--- src/rtl/schedule.sv ---
// Issue stage: scoreboard of 2-bit in-flight counters per GPR; holds RAW/saturating hazards.
// Latency: 1 cycle check->schedule; STALL is combinational; MEM_WAIT freezes the output slot.
module schedule (
    input  logic        CLK,
    input  logic        RST,
    input  logic        FLUSH,
    input  logic        MEM_WAIT,
    input  logic        CHECK_ACCEPT,
    input  logic [31:0] CHECK_PC,
    input  logic [16:0] CHECK_OPCODE,
    input  logic [4:0]  CHECK_RD,
    input  logic [4:0]  CHECK_RS1,
    input  logic [4:0]  CHECK_RS2,
    input  logic [11:0] CHECK_CSR,
    input  logic [31:0] CHECK_IMM,
    input  logic        WB_VALID,
    input  logic [4:0]  WB_RD,
    output logic        STALL,
    output logic        SCHEDULE_VALID,
    output logic [31:0] SCHEDULE_PC,
    output logic [16:0] SCHEDULE_OPCODE,
    output logic [4:0]  SCHEDULE_RD,
    output logic [4:0]  SCHEDULE_RS1,
    output logic [4:0]  SCHEDULE_RS2,
    output logic [11:0] SCHEDULE_CSR,
    output logic [31:0] SCHEDULE_IMM
);

    typedef struct packed {
        logic [31:0] pc;
        logic [16:0] opcode;
        logic [4:0]  rd;
        logic [4:0]  rs1;
        logic [4:0]  rs2;
        logic [11:0] csr;
        logic [31:0] imm;
    } sched_t;

    logic [31:1][1:0] cnt_q, cnt_d;
    logic [31:0]      busy_vec;
    logic [31:0]      sat_vec;
    logic             hazard;
    logic             issue;
    logic             inc;
    logic             dec;
    sched_t           out_q, out_d;
    logic             vld_q, vld_d;

    // Bit 0 of both vectors stays 0 so x0 never creates a hazard.
    always_comb begin
        busy_vec = '0;
        sat_vec  = '0;
        for (int i = 1; i < 32; i++) begin
            busy_vec[i] = |cnt_q[i];
            sat_vec[i]  = &cnt_q[i];
        end
    end

    assign hazard = busy_vec[CHECK_RS1] | busy_vec[CHECK_RS2] | sat_vec[CHECK_RD];
    assign STALL  = CHECK_ACCEPT & hazard & ~FLUSH;
    assign issue  = CHECK_ACCEPT & ~hazard & ~MEM_WAIT & ~FLUSH;

    // A same-cycle increment and decrement on one register cancel out.
    always_comb begin
        cnt_d = cnt_q;
        inc   = 1'b0;
        dec   = 1'b0;
        if (FLUSH) begin
            cnt_d = '0;
        end else begin
            for (int i = 1; i < 32; i++) begin
                inc = issue && (CHECK_RD == 5'(i));
                dec = WB_VALID && (WB_RD == 5'(i)) && busy_vec[i];
                if (inc && !dec) begin
                    cnt_d[i] = cnt_q[i] + 2'd1;
                end else if (dec && !inc) begin
                    cnt_d[i] = cnt_q[i] - 2'd1;
                end
            end
        end
    end

    always_comb begin
        vld_d = vld_q;
        out_d = out_q;
        if (FLUSH || (!MEM_WAIT && !issue)) begin
            vld_d = 1'b0;
            out_d = '0;
        end else if (issue) begin
            vld_d = 1'b1;
            out_d = '{pc: CHECK_PC, opcode: CHECK_OPCODE, rd: CHECK_RD, rs1: CHECK_RS1,
                      rs2: CHECK_RS2, csr: CHECK_CSR, imm: CHECK_IMM};
        end
    end

    always_ff @(posedge CLK or negedge RST) begin
        if (!RST) begin
            cnt_q <= '0;
            vld_q <= 1'b0;
            out_q <= '0;
        end else begin
            cnt_q <= cnt_d;
            vld_q <= vld_d;
            out_q <= out_d;
        end
    end

    assign SCHEDULE_VALID  = vld_q;
    assign SCHEDULE_PC     = out_q.pc;
    assign SCHEDULE_OPCODE = out_q.opcode;
    assign SCHEDULE_RD     = out_q.rd;
    assign SCHEDULE_RS1    = out_q.rs1;
    assign SCHEDULE_RS2    = out_q.rs2;
    assign SCHEDULE_CSR    = out_q.csr;
    assign SCHEDULE_IMM    = out_q.imm;

endmodule

--- config.mk ---
export PLATFORM = sky130hd
export DESIGN_NAME = schedule
export DESIGN_NICKNAME = d
export VERILOG_FILES = /design/src/rtl/schedule.sv
export SDC_FILE = /design/constraint.sdc
export NUM_CORES = 1
export LEC_CHECK = 0
export CAP_MARGIN = 10
export CORE_MARGIN = 2
export CORE_UTILIZATION = 37
export DETAILED_ROUTE_END_ITERATION = 8
export GPL_ROUTABILITY_DRIVEN = 0
export PLACE_DENSITY_LB_ADDON = 0.08
export SLEW_MARGIN = 0
export SYNTH_ARGS = -nofsm -noshare
export SYNTH_HDL_FRONTEND = slang
export SYNTH_SLANG_ARGS = --single-unit
--- constraint.sdc ---
create_clock -name CLK -period 8.5 [get_ports CLK]
set_clock_uncertainty 0.2 [all_clocks]
set_input_delay 1.7 -clock CLK [delete_from_list [all_inputs] [get_ports CLK]]
set_output_delay 1.7 -clock CLK [all_outputs]
set_load 0.01 [all_outputs]
==> metrics list, run 1 <==
- Dividing the detail-routed via count by the number of cells gives 5.76.
- Number of DRC violations after detailed routing: 0
- Detailed routing inserted a total of 8203 vias.
- Run status: complete, no violations
* Crit path kind: primary input to output port
* Data required time at the worst endpoint: 6600 ps
* Worst min-delay path class: flip-flop to flip-flop
* EDFF count, synth: 0
- Among all flip-flop cells after synthesis, the most frequent one is sky130_fd_sc_hd__dfrtp_1.
- Clock sink count: 171
- FF-to-FF path depth: 10
- Die outline area: 25000 um2
- Of all cell types, the one taking the most synthesized area is sky130_fd_sc_hd__dfrtp_1.
- GR Util All Layers: 24.3%
* Initial antenna violation count: 2
- Die outline height: 158 um
- Count of port buffers added during placement: 228
- Final clock period utilization by the worst path: 80.0%
* Number of gates resized after cts: 0
- Root Buffer Master: sky130_fd_sc_hd__clkbuf_16
* Global-route wire length before repair: 46.0 mm
- Setup repair after global routing missed its margin: no
- DPL Wire Length: 21.9 mm
- STA classifies the critical path startpoint as a primary input.
- Counting instances, the worst hold path has a depth of 2.
- The detailed router put a total of 13.2 mm of wire on met1.
- Sequential area share after synthesis: 48.7%
* Per-instance average area after synthesis: 9.80 um2
* Post-CTS setup buffer count: 0
- Cell variety after synth: 74
- Area share of the largest cell type after synthesis: 48.7%
- In this run, synthesis produced a sequential element count of 171.
- During synthesis, Yosys emitted a total of 0 warnings.
- The worst-case IR drop observed on VDD is 0.107 mV.
- The total count of hold-check failures in the final report came to 0.
- The initial utilization of the core area, before any placement, comes to 37.6%.
* Post-Syn Instances: 897
* 1st-iter DRT viols: 801
- Entering global routing, the biggest net connects 110 pins.
* Largest cells by area after synthesis: sky130_fd_sc_hd__dfrtp_1 (49%), sky130_fd_sc_hd__a22o_1 (10%), sky130_fd_sc_hd__a21oi_1 (3.6%), sky130_fd_sc_hd__nand2_1 (3.5%), sky130_fd_sc_hd__nor2_1 (3.5%)
- CTS tree: done
* I/O pin count: 229
- Site Rows: 56
- Core Region: 23400 um2
- Leftover overflow at the end of global routing: 0
* Post-Place Cells: 1391
- Compared with the post-synthesis result, the final layout area differs by 34.7%.
- # nets final: 1210
- Max H-tree Level: 4
- Syn_nets: 1016
* Endpoint kind of the worst setup timing path: output port
- The post-route netlist has 6.34% of its cells at a drive strength greater than 1.
* Highest metal layer used by the detailed router: met5
* Most instantiated cells after synthesis: sky130_fd_sc_hd__dfrtp_1 (171), sky130_fd_sc_hd__a22o_1 (101), sky130_fd_sc_hd__nand2_1 (83)
* Post-synth design cell area: 8790 um2
- Dividing the detail-routed wire length by the instance count gives 21.7 um.
* Total wire length after detailed routing: 30.9 mm
- Power per standard cell area: 154 nW/um2
* Final setup violation count: 0
- Number of global-route vias before repair: 7586
- Static power due to leakage: 4.74 nW
- Total met3 wirelength after detailed routing: 2.80 mm
- Met2 WL: 14.0 mm
* Measured slew at the worst slew-check pin: 1120 ps
- Count of non-filler cells in the finished layout: 1424
- Max-slew headroom at the worst pin: 25.5%
- Buffers inserted to repair hold after CTS numbered 0.
- The later pin in the worst-skew pair is clocked with a latency of 430 ps.
- The most common cell in the synthesized netlist is sky130_fd_sc_hd__dfrtp_1.
- Share of synthesized registers carrying an async set or reset: 100%
* Worst endpoint data arrival time: 4900 ps
- Summed over all failing endpoints, the final setup total negative slack is 0 ps.
* Die span in x: 158 um
- The worst path in the final design needs a cycle of 6800 ps, including I/O delays and setup.
* Number of CTS-inserted buffers: 17
- Clock-pin slew was measured on the worst setup and hold paths at 70 ps.
- The number of max-slew violations in the final report is 0.
- Derived from the worst setup path, the maximum achievable clock frequency is 147 MHz.
- Antenna violation net count after detailed routing: 0
- Of all nets on the critical path, the largest fanout is 17.
* Worst-case clock buffer depth: 2
- Max-cap violations in this run came to 0.
- The first TritonRoute pass finished after 5 iterations.
## cell type report
class	count	area, um2
timing repair buffer	238	2350
inverter	12	45.0
sequential	171	4280
tap	319	399
clock inverter	14	150
multi-input combinational	651	4180
fill	2225	11600
antenna	1	2.50
clock buffer	18	429
## power by group
group | internal [W] | total, W | switching [W]
Sequential | 0.000826 | 0.000833 | 0.00000692
Combinational | 0.0000964 | 0.000216 | 0.000120
Clock | 0.000393 | 0.000774 | 0.000381
Total | 0.00132 | 0.00182 | 0.000508
## per-layer routing
metal,up-vias,GRT usage (%)
met2,366,37.9
met3,55,6.13
met5,-,0
met4,2,9.78
li1,3791,-
met1,3989,32.3
## flip-flops by register name (all words and copies together) (netlist names)
register and count:
cnt_q 62, SCHEDULE_IMM 32, SCHEDULE_PC 32, SCHEDULE_OPCODE 17, SCHEDULE_CSR 12, SCHEDULE_RD 5, SCHEDULE_RS1 5, SCHEDULE_RS2 5
SCHEDULE_VALID 1
## cells by family (layout without fill, tap and decap cells)
kind of cell | after synthesis | count (layout) | share of synthesized area [%]
muxes | 11 | 11 | 2.29
xor gates and xnor gates | 12 | 12 | 1.20
and+or+nand+nor | 337 | 337 | 19.4
other | 0 | 1 | 0
DFF | 171 | 171 | 48.7
AOI/OAI and AO/OA | 291 | 291 | 24.5
buffers and inverters | 75 | 282 | 3.89
## path summary, 6_finish.rpt
kind | slack, ps | end | from
min in group asynchronous | 1210 | SCHEDULE_IMM[6] | RST
hold / removal | 280 | SCHEDULE_VALID | SCHEDULE_VALID
max in group asynchronous | 5470 | SCHEDULE_IMM[28] | RST
setup reg to reg | 4550 | cnt_q[8] | cnt_q[46]
setup / recovery | 1700 | STALL | CHECK_RD[1]
hold reg to reg | 280 | SCHEDULE_VALID | SCHEDULE_VALID
## per-stage QoR
step	hold WS, ps	worst slack (ps)	utilization (%)	instance area, um2	power, W
floorplan	314	3160	-	8790	0.000933
global placement	261	1820	48.1	11300	0.00106
detailed placement	265	1790	48.1	11300	0.00106
CTS	283	1760	50.6	11800	0.00184
global route	317	1630	50.6	11800	0.00189
finish	275	1700	50.6	11800	0.00182
## critical path, stage by stage
cell                              delay, ps
sky130_fd_sc_hd__clkdlybuf4s50_1        870
sky130_fd_sc_hd__inv_1                  260
sky130_fd_sc_hd__mux4_2                 490
sky130_fd_sc_hd__nand2_1                 80
sky130_fd_sc_hd__o311ai_0               150
sky130_fd_sc_hd__a32o_2                 400
sky130_fd_sc_hd__and2_0                 220
sky130_fd_sc_hd__a21oi_1                160
sky130_fd_sc_hd__clkdlybuf4s50_1        560
## placed cells by master, fill, tap and decap left out, drive strengths merged, types with 5 or more instances in the layout
| cell type | Yosys | final |
|---|---|---|
| o2111ai | 5 | 5 |
| nand2b | 7 | 7 |
| a22o | 101 | 101 |
| nor3b | 22 | 22 |
| nand2 | 83 | 83 |
| or3 | 6 | 6 |
| nor3 | 41 | 41 |
| a2111oi | 6 | 6 |
| clkbuf | 41 | 18 |
| or4 | 6 | 6 |
| buf | 22 | 12 |
| and2 | 19 | 19 |
| clkdlybuf4s50 | 0 | 226 |
| nor2 | 82 | 82 |
| xnor2 | 11 | 11 |
| o21ai | 38 | 38 |
| inv | 12 | 18 |
| a211oi | 8 | 8 |
| mux4 | 7 | 7 |
| nand3 | 19 | 19 |
| a311oi | 6 | 6 |
| nand4 | 16 | 16 |
| o41ai | 7 | 7 |
| nor4 | 10 | 10 |
| o211ai | 10 | 10 |
| dfrtp | 171 | 171 |
| o31a | 5 | 5 |
| a21oi | 64 | 64 |
| clkinv | 0 | 6 |
| nor2b | 7 | 7 |
Power figures use the tool's default switching activity.
==> run 2, diff against run 1 <==
==> constraint.sdc (replaced) <==
create_clock -name CLK -period 5.8 [get_ports CLK]
set_clock_uncertainty 0.2 [all_clocks]
set_input_delay 1.16 -clock CLK [delete_from_list [all_inputs] [get_ports CLK]]
set_output_delay 1.16 -clock CLK [all_outputs]
set_load 0.01 [all_outputs]
==> run 2 against run 1 <==
Net effect:
- sequential share of layout area shrank 0.51 points
- non-clock buffer count grew 16
- clock-buffer cell count is the same
- first-iteration DRC count shrank 11%
- via count grew 1.1%
- critical endpoint unchanged
- die area is the same
- combinational power grew 53%
- setup slack lost 1400 ps
==> metrics list, run 2 (synthesis gave the netlist of run 1 again) <==
* Run status: complete, no violations
- Worst min-delay path class: flip-flop to flip-flop
- Cell repeated most along the worst path: sky130_fd_sc_hd__clkdlybuf4s50_1
- For this run the aggregate overflow at the end of global routing stands at 0.
- DPL Wire Length: 22.6 mm
- Cell Chain, Critical Path: clkdlybuf4s50_1, nor4b_2, nand3_1, o2111ai_1, a311oi_1, a32o_2, and2_0, a21oi_1, clkdlybuf4s50_1
- The cell family contributing the most delay on the critical path is buffers and inverters.
* Count of hold-fix buffers inserted at cts: 0
* Final clock period utilization by the worst path: 94.0%
* GR Util All Layers: 25.0%
* Clock slew at reported path FFs: 70 ps
- Number of DRC violations after detailed routing: 0
- Number of max-cap violations: 0
- Pins Over Slew Limit: 0
- Final setup slack of the worst path: 348 ps
- CTS tree: done
* Max H-tree Level: 4
- At the pin with the least slew margin, the transition time is 1260 ps.
- Most frequent cells in the layout: sky130_fd_sc_hd__clkdlybuf4s50_1 (226), sky130_fd_sc_hd__dfrtp_1 (171), sky130_fd_sc_hd__a22o_1 (101)
- Worst-case clock buffer depth: 2
- The register with the most flip-flops in the final layout is cnt_q.
- Summed over all layers, the routed wires come to 31.5 mm.
- Measured against its own limit, the worst slew margin works out to 15.5%.
- Number of gates resized after cts: 0
- Post-CTS timing repair inserted 0 buffers for setup.
* Clock sink count: 171
* First-pass DRT Iterations: 6
- Prior to clock tree synthesis, the placed netlist has a worst setup slack of 399 ps.
- The repair_antennas step left the layout with diodes totalling 0.
- Cells with a size suffix above 1 make up 7.77% of the layout.
* Global-route wire length before repair: 47.5 mm
- Together, buffers and inverters on the worst path number 2.
* Core Region: 23400 um2
* Number of global-route vias before repair: 7885
- DR WL/cell: 21.9 um
- The register with the most flip-flops in the layout has 62 of them.
- Power spread over the standard cell area amounts to 225 nW/um2.
- Antenna violation net count after detailed routing: 0
* Most common cell after layout, fill and taps aside: sky130_fd_sc_hd__clkdlybuf4s50_1
* Data required time at the worst endpoint: 4440 ps
- In this run, placement finished with an instance count of 1407.
- In this run the static leakage power is 4.83 nW.
- IR analysis of the VDD net gives a maximum drop of 0.178 mV.
- At the worst endpoint, the arrival time is 4090 ps.
* Total negative slack: 0 ps
* 1st-iter DRT viols: 711
* Starting density of the core: 37.6%
- The tree is rooted in a sky130_fd_sc_hd__clkbuf_16.
- Startpoint kind of the worst setup timing path: primary input
- Crit path kind: primary input to output port
* Cell area after placement: 11400 um2
* Peak Freq: 183 MHz
- Final Hold Violating Endpoints: 0
- The area growth from synthesis to layout is 36.6%.
- For this run, the slowest stage of the critical path takes 860 ps.
* Later-pin clock latency in the skew report: 430 ps
- Post-route cell area: 12000 um2
- The floorplan has 56 rows.
- I/O pin count: 229
- The count of buffers added on input and output ports is 228.
- # nets final: 1226
- The die is 158 um tall.
- The routed design could run at a clock period as short as 5450 ps.
* Setup repair after global routing missed its margin: no
* Endpoint kind of the worst setup timing path: output port
- In this run the worst path has a maximum fanout of 16.
- The finished layout holds 1439 standard cells, fillers aside.
* Final setup violation count: 0
- Die span in x: 158 um
- Across all layers, the routed design uses 8290 vias.
- The slowest stage of the critical path is the sky130_fd_sc_hd__clkdlybuf4s50_1 cell.
* Initial antenna violation count: 1
- Hold Worst Slack: 282 ps
- Buffers inserted during clock tree synthesis total 17.
- Entering global routing, the biggest net connects 100 pins.
* Via density: 5.76
- Die outline area: 25000 um2
-- run 2: cell count changes in the layout (fill, tap and decap cells not counted), sizes merged --
cell and delta:
diode -1, clkinvlp -1, buf +16, clkinv +1
-- run 2: metal layers --
metal	track usage, %	up-vias	wire, um	part of all wire (%)
met1	33.2	3977	13300	42
met2	39.3	418	14200	45
li1	-	3815	-	-
met3	6.24	78	2970	9.4
met5	0	-	13	0.041
met4	9.74	2	1020	3.2
-- run 2: worst paths after layout --
| path | to | startpoint | cells after the start | slack, ps |
|---|---|---|---|---|
| min reg2reg | SCHEDULE_RS1[2] | SCHEDULE_RS1[2] | 2 | 280 |
| min | SCHEDULE_RS1[2] | SCHEDULE_RS1[2] | 2 | 280 |
| max | STALL | CHECK_RD[0] | 9 | 350 |
| max in group asynchronous | cnt_q[46] | RST | 2 | 3900 |
| max reg2reg | SCHEDULE_CSR[7] | cnt_q[33] | 9 | 2240 |
| min in group asynchronous | SCHEDULE_IMM[6] | RST | 1 | 510 |
-- run 2: final cells by class --
class / instances / area (um2)
inverters: 12 / 45.0
clock inverters: 14 / 154
fillers: 2141 / 11400
clock buffers: 18 / 439
multi-input cells: 651 / 4180
well taps: 319 / 399
repair buffers: 254 / 2510
flip-flops and latches: 171 / 4280
-- run 2: through the flow --
stage	power (W)	utilization (%)
3_3_place_gp	0.00157	48.8
4_1_cts	0.00272	51.3
2_1_floorplan	0.00137	-
6_report	0.00270	51.3
3_5_place_dp	0.00157	48.8
5_1_grt	0.00280	51.3
-- run 2: worst reg2reg max path, stage by stage, from the launching register on --
cell and delay, ps:
sky130_fd_sc_hd__dfrtp_1 430, sky130_fd_sc_hd__nor2_1 370, sky130_fd_sc_hd__mux4_2 310, sky130_fd_sc_hd__o21ai_0 70
sky130_fd_sc_hd__o311a_1 320, sky130_fd_sc_hd__nor2_1 240, sky130_fd_sc_hd__buf_4 320, sky130_fd_sc_hd__and4_4 690
sky130_fd_sc_hd__buf_12 350, sky130_fd_sc_hd__a22o_1 190
-- run 2: power breakdown --
group	total (W)	internal, W	switching (W)
clock	0.00115	0.000588	0.000557
combinational	0.000330	0.000149	0.000181
sequential	0.00122	0.00121	0.0000102
==> run 3, diff against run 2 <==
--- a/config.mk
+++ b/config.mk
@@ -7,10 +7,9 @@
 export LEC_CHECK = 0
 export CAP_MARGIN = 10
 export CORE_MARGIN = 2
-export CORE_UTILIZATION = 37
+export CORE_UTILIZATION = 29
 export DETAILED_ROUTE_END_ITERATION = 8
 export GPL_ROUTABILITY_DRIVEN = 0
-export PLACE_DENSITY_LB_ADDON = 0.08
 export SLEW_MARGIN = 0
 export SYNTH_ARGS = -nofsm -noshare
 export SYNTH_HDL_FRONTEND = slang
==> run 3 against run 2 <==
Net effect:
- sequential power about the same
- flip-flop and latch count unchanged
- first-iteration DRC count increased by 31%
- setup slack improved by 37 ps
- total power increased by 0.66%
- sequential share of layout area decreased by 0.14 points
- combinational power about the same
- largest cell class unchanged
==> metrics list, run 3 (synthesis gave the netlist of run 1 again) <==
- Crit path kind: primary input to output port
- Data required time at the worst endpoint: 4440 ps
- Final Critical Period: 5410 ps
* Top delay family on crit path: buffers and inverters
- For this run, the slowest stage of the critical path takes 700 ps.
* Final clock period utilization by the worst path: 93.4%
- Most frequent cells in the layout: sky130_fd_sc_hd__clkdlybuf4s50_1 (226), sky130_fd_sc_hd__dfrtp_1 (171), sky130_fd_sc_hd__a22o_1 (101)
- The slowest stage of the critical path is the sky130_fd_sc_hd__clkdlybuf4s50_1 cell.
* Antenna violation net count after detailed routing: 0
- Total number of cells along the worst setup path: 8
* Most common cell after layout, fill and taps aside: sky130_fd_sc_hd__clkdlybuf4s50_1
- After layout, the design draws a total of 0.00271 W.
- Once detailed placement completed, the half-perimeter wirelength came to 23.6 mm.
* Critical path peak fanout: 16
- Starting density of the core: 29.6%
* Count of hold-fix buffers inserted at cts: 0
- Die span in x: 178 um
* Final antenna diode count: 0
- Cell repeated most along the worst path: sky130_fd_sc_hd__clkdlybuf4s50_1
* Fraction of layout instances using a drive strength above 1: 7.43%
- STA classifies the critical path startpoint as a primary input.
- Max-slew headroom at the worst pin: 26.7%
- Number of max-cap violations: 0
- TritonCTS built the clock tree.
- Summing all multi-input logic gate instances after layout gives 4180 um2.
* Clock slew at reported path FFs: 70 ps
* Termination of the worst setup path: STALL
- Worst-case clock buffer depth: 2
- Final setup violation count: 0
* I/O pin count: 229
* Final Hold Violating Endpoints: 0
* Fillers: 2906
- Initial antenna violation count: 1
- Summing all flip-flop and latch instances after layout gives 4280 um2.
- Number of CTS-inserted buffers: 17
- VDD sags by at most 0.166 mV.
- CTS saw 171 sinks.
- Buffers added to address setup during post-CTS repair amount to 0.
* Peak Freq: 185 MHz
- Critical Path Start: CHECK_RD[0]
- Data on the critical path arrives at its endpoint at 4050 ps.
- Max FFs per register: 62
* Register-to-register setup slack: 2220 ps
* First-pass DRT Iterations: 8
* Startpoint of the most critical register-to-register path: cnt_q[46]
- Setup repair after global routing missed its margin: no
- Reg with most FFs: cnt_q
- Pins Over Slew Limit: 0
- For the final routed database, the setup TNS stands at 0 ps.
* Root Buffer Master: sky130_fd_sc_hd__clkbuf_16
- Static power due to leakage: 4.81 nW
- Signed area change from the synthesized netlist to the final layout: 37.1%
- Row generation in the floorplan step produced 63 rows.
- Later-pin clock latency in the skew report: 440 ps
- Worst min-delay path class: flip-flop to flip-flop
* Global-route wire length before repair: 49.4 mm
* Number of gates resized after cts: 0
- Maximum number of pins on one net before global-route repair: 106
* 1st-iter DRT viols: 933
- The number of global-route vias before repair came to 7945.
- In the routed layout, each cell is associated on average with a via count of 5.57.
* FF-to-FF path depth: 10
- Count of port buffers added during placement: 228
* Die outline area: 31700 um2
- The endpoint identified for the worst register-to-register timing path is cnt_q[8].
- Global routing finished with a remaining overflow of 0.
* Max H-tree Level: 4
* Endpoint kind of the worst setup timing path: output port
- The total area inside the core boundary comes to 29700 um2.
- The critical path contains buffers and inverters numbering 2 combined.
* Die outline height: 178 um
- Via Count: 8395
* Hold wc startpoint: SCHEDULE_VALID
* Measured slew at the worst slew-check pin: 1090 ps
- Walking the worst path, the cells encountered are clkdlybuf4s50_1, or2_2, nor3_1, a311oi_1, a32o_2, and2_0, a21oi_1, clkdlybuf4s50_1.
* Total wire length after detailed routing: 33.0 mm
* # nets final: 1223
- In the routed design, unresolved DRC markers number 0.
- Dividing the detail-routed wire length by the instance count gives 21.9 um.
- GR Util All Layers: 20.7%
* Power per standard cell area: 225 nW/um2
* Run status: complete, no violations
==> run 3: cell types whose count changed in the layout (fill, tap and decap cells not counted), sizes merged <==
cell / change
buf: -3
bufinv: +1
clkinv: -4
clkinvlp: +2
inv: +1
==> run 3: how the worst min path moves through the flow <==
stage,endpoint,slack [ps],cells past startpoint
after floorplan,SCHEDULE_RD[4],310,2
after global placement,SCHEDULE_RD[4],270,2
after detailed placement,SCHEDULE_VALID,270,2
after CTS,SCHEDULE_VALID,290,2
after global routing,SCHEDULE_VALID,310,2
final,SCHEDULE_VALID,280,2
==> run 3: worst min-delay path, stage by stage, from the launching register on <==
cell	delay, ps
sky130_fd_sc_hd__dfrtp_1	350
sky130_fd_sc_hd__nand2_1	50
sky130_fd_sc_hd__nand2_1	50
==> run 3: cell type report <==
type / count / area share, %
clock buffer: 18 / 3.56
clock inverter: 14 / 1.30
inverter: 12 / 0.374
multi-input combinational: 651 / 34.7
sequential: 171 / 35.5
tap: 390 / 4.05
timing repair buffer: 251 / 20.5
==> run 3: power by group <==
group,internal (W),switching [W]
sequential,0.00121,0.0000107
clock,0.000612,0.000549
combinational,0.000148,0.000183
total,0.00197,0.000743
==> run 3: metrics by stage <==
step                hold WS [ps]  instances  cell area, um2  util (%)  setup WS, ps
floorplan                    314        897            8790         -          1540
global placement             267       1475           11500      38.6           493
detailed placement           272       1475           11500      38.6           445
CTS                          289       1507           12100      40.6           437
global route                 308       1507           12100      40.6           205
finish                       283       1507           12100      40.6           385
==> run 3: per-layer routing <==
metal / part of all wire (%) / track usage [%]
met1: 42 / 26.8
met2: 46 / 33.4
met3: 9.9 / 5.22
met4: 2.6 / 7.17
met5: 0.039 / 0
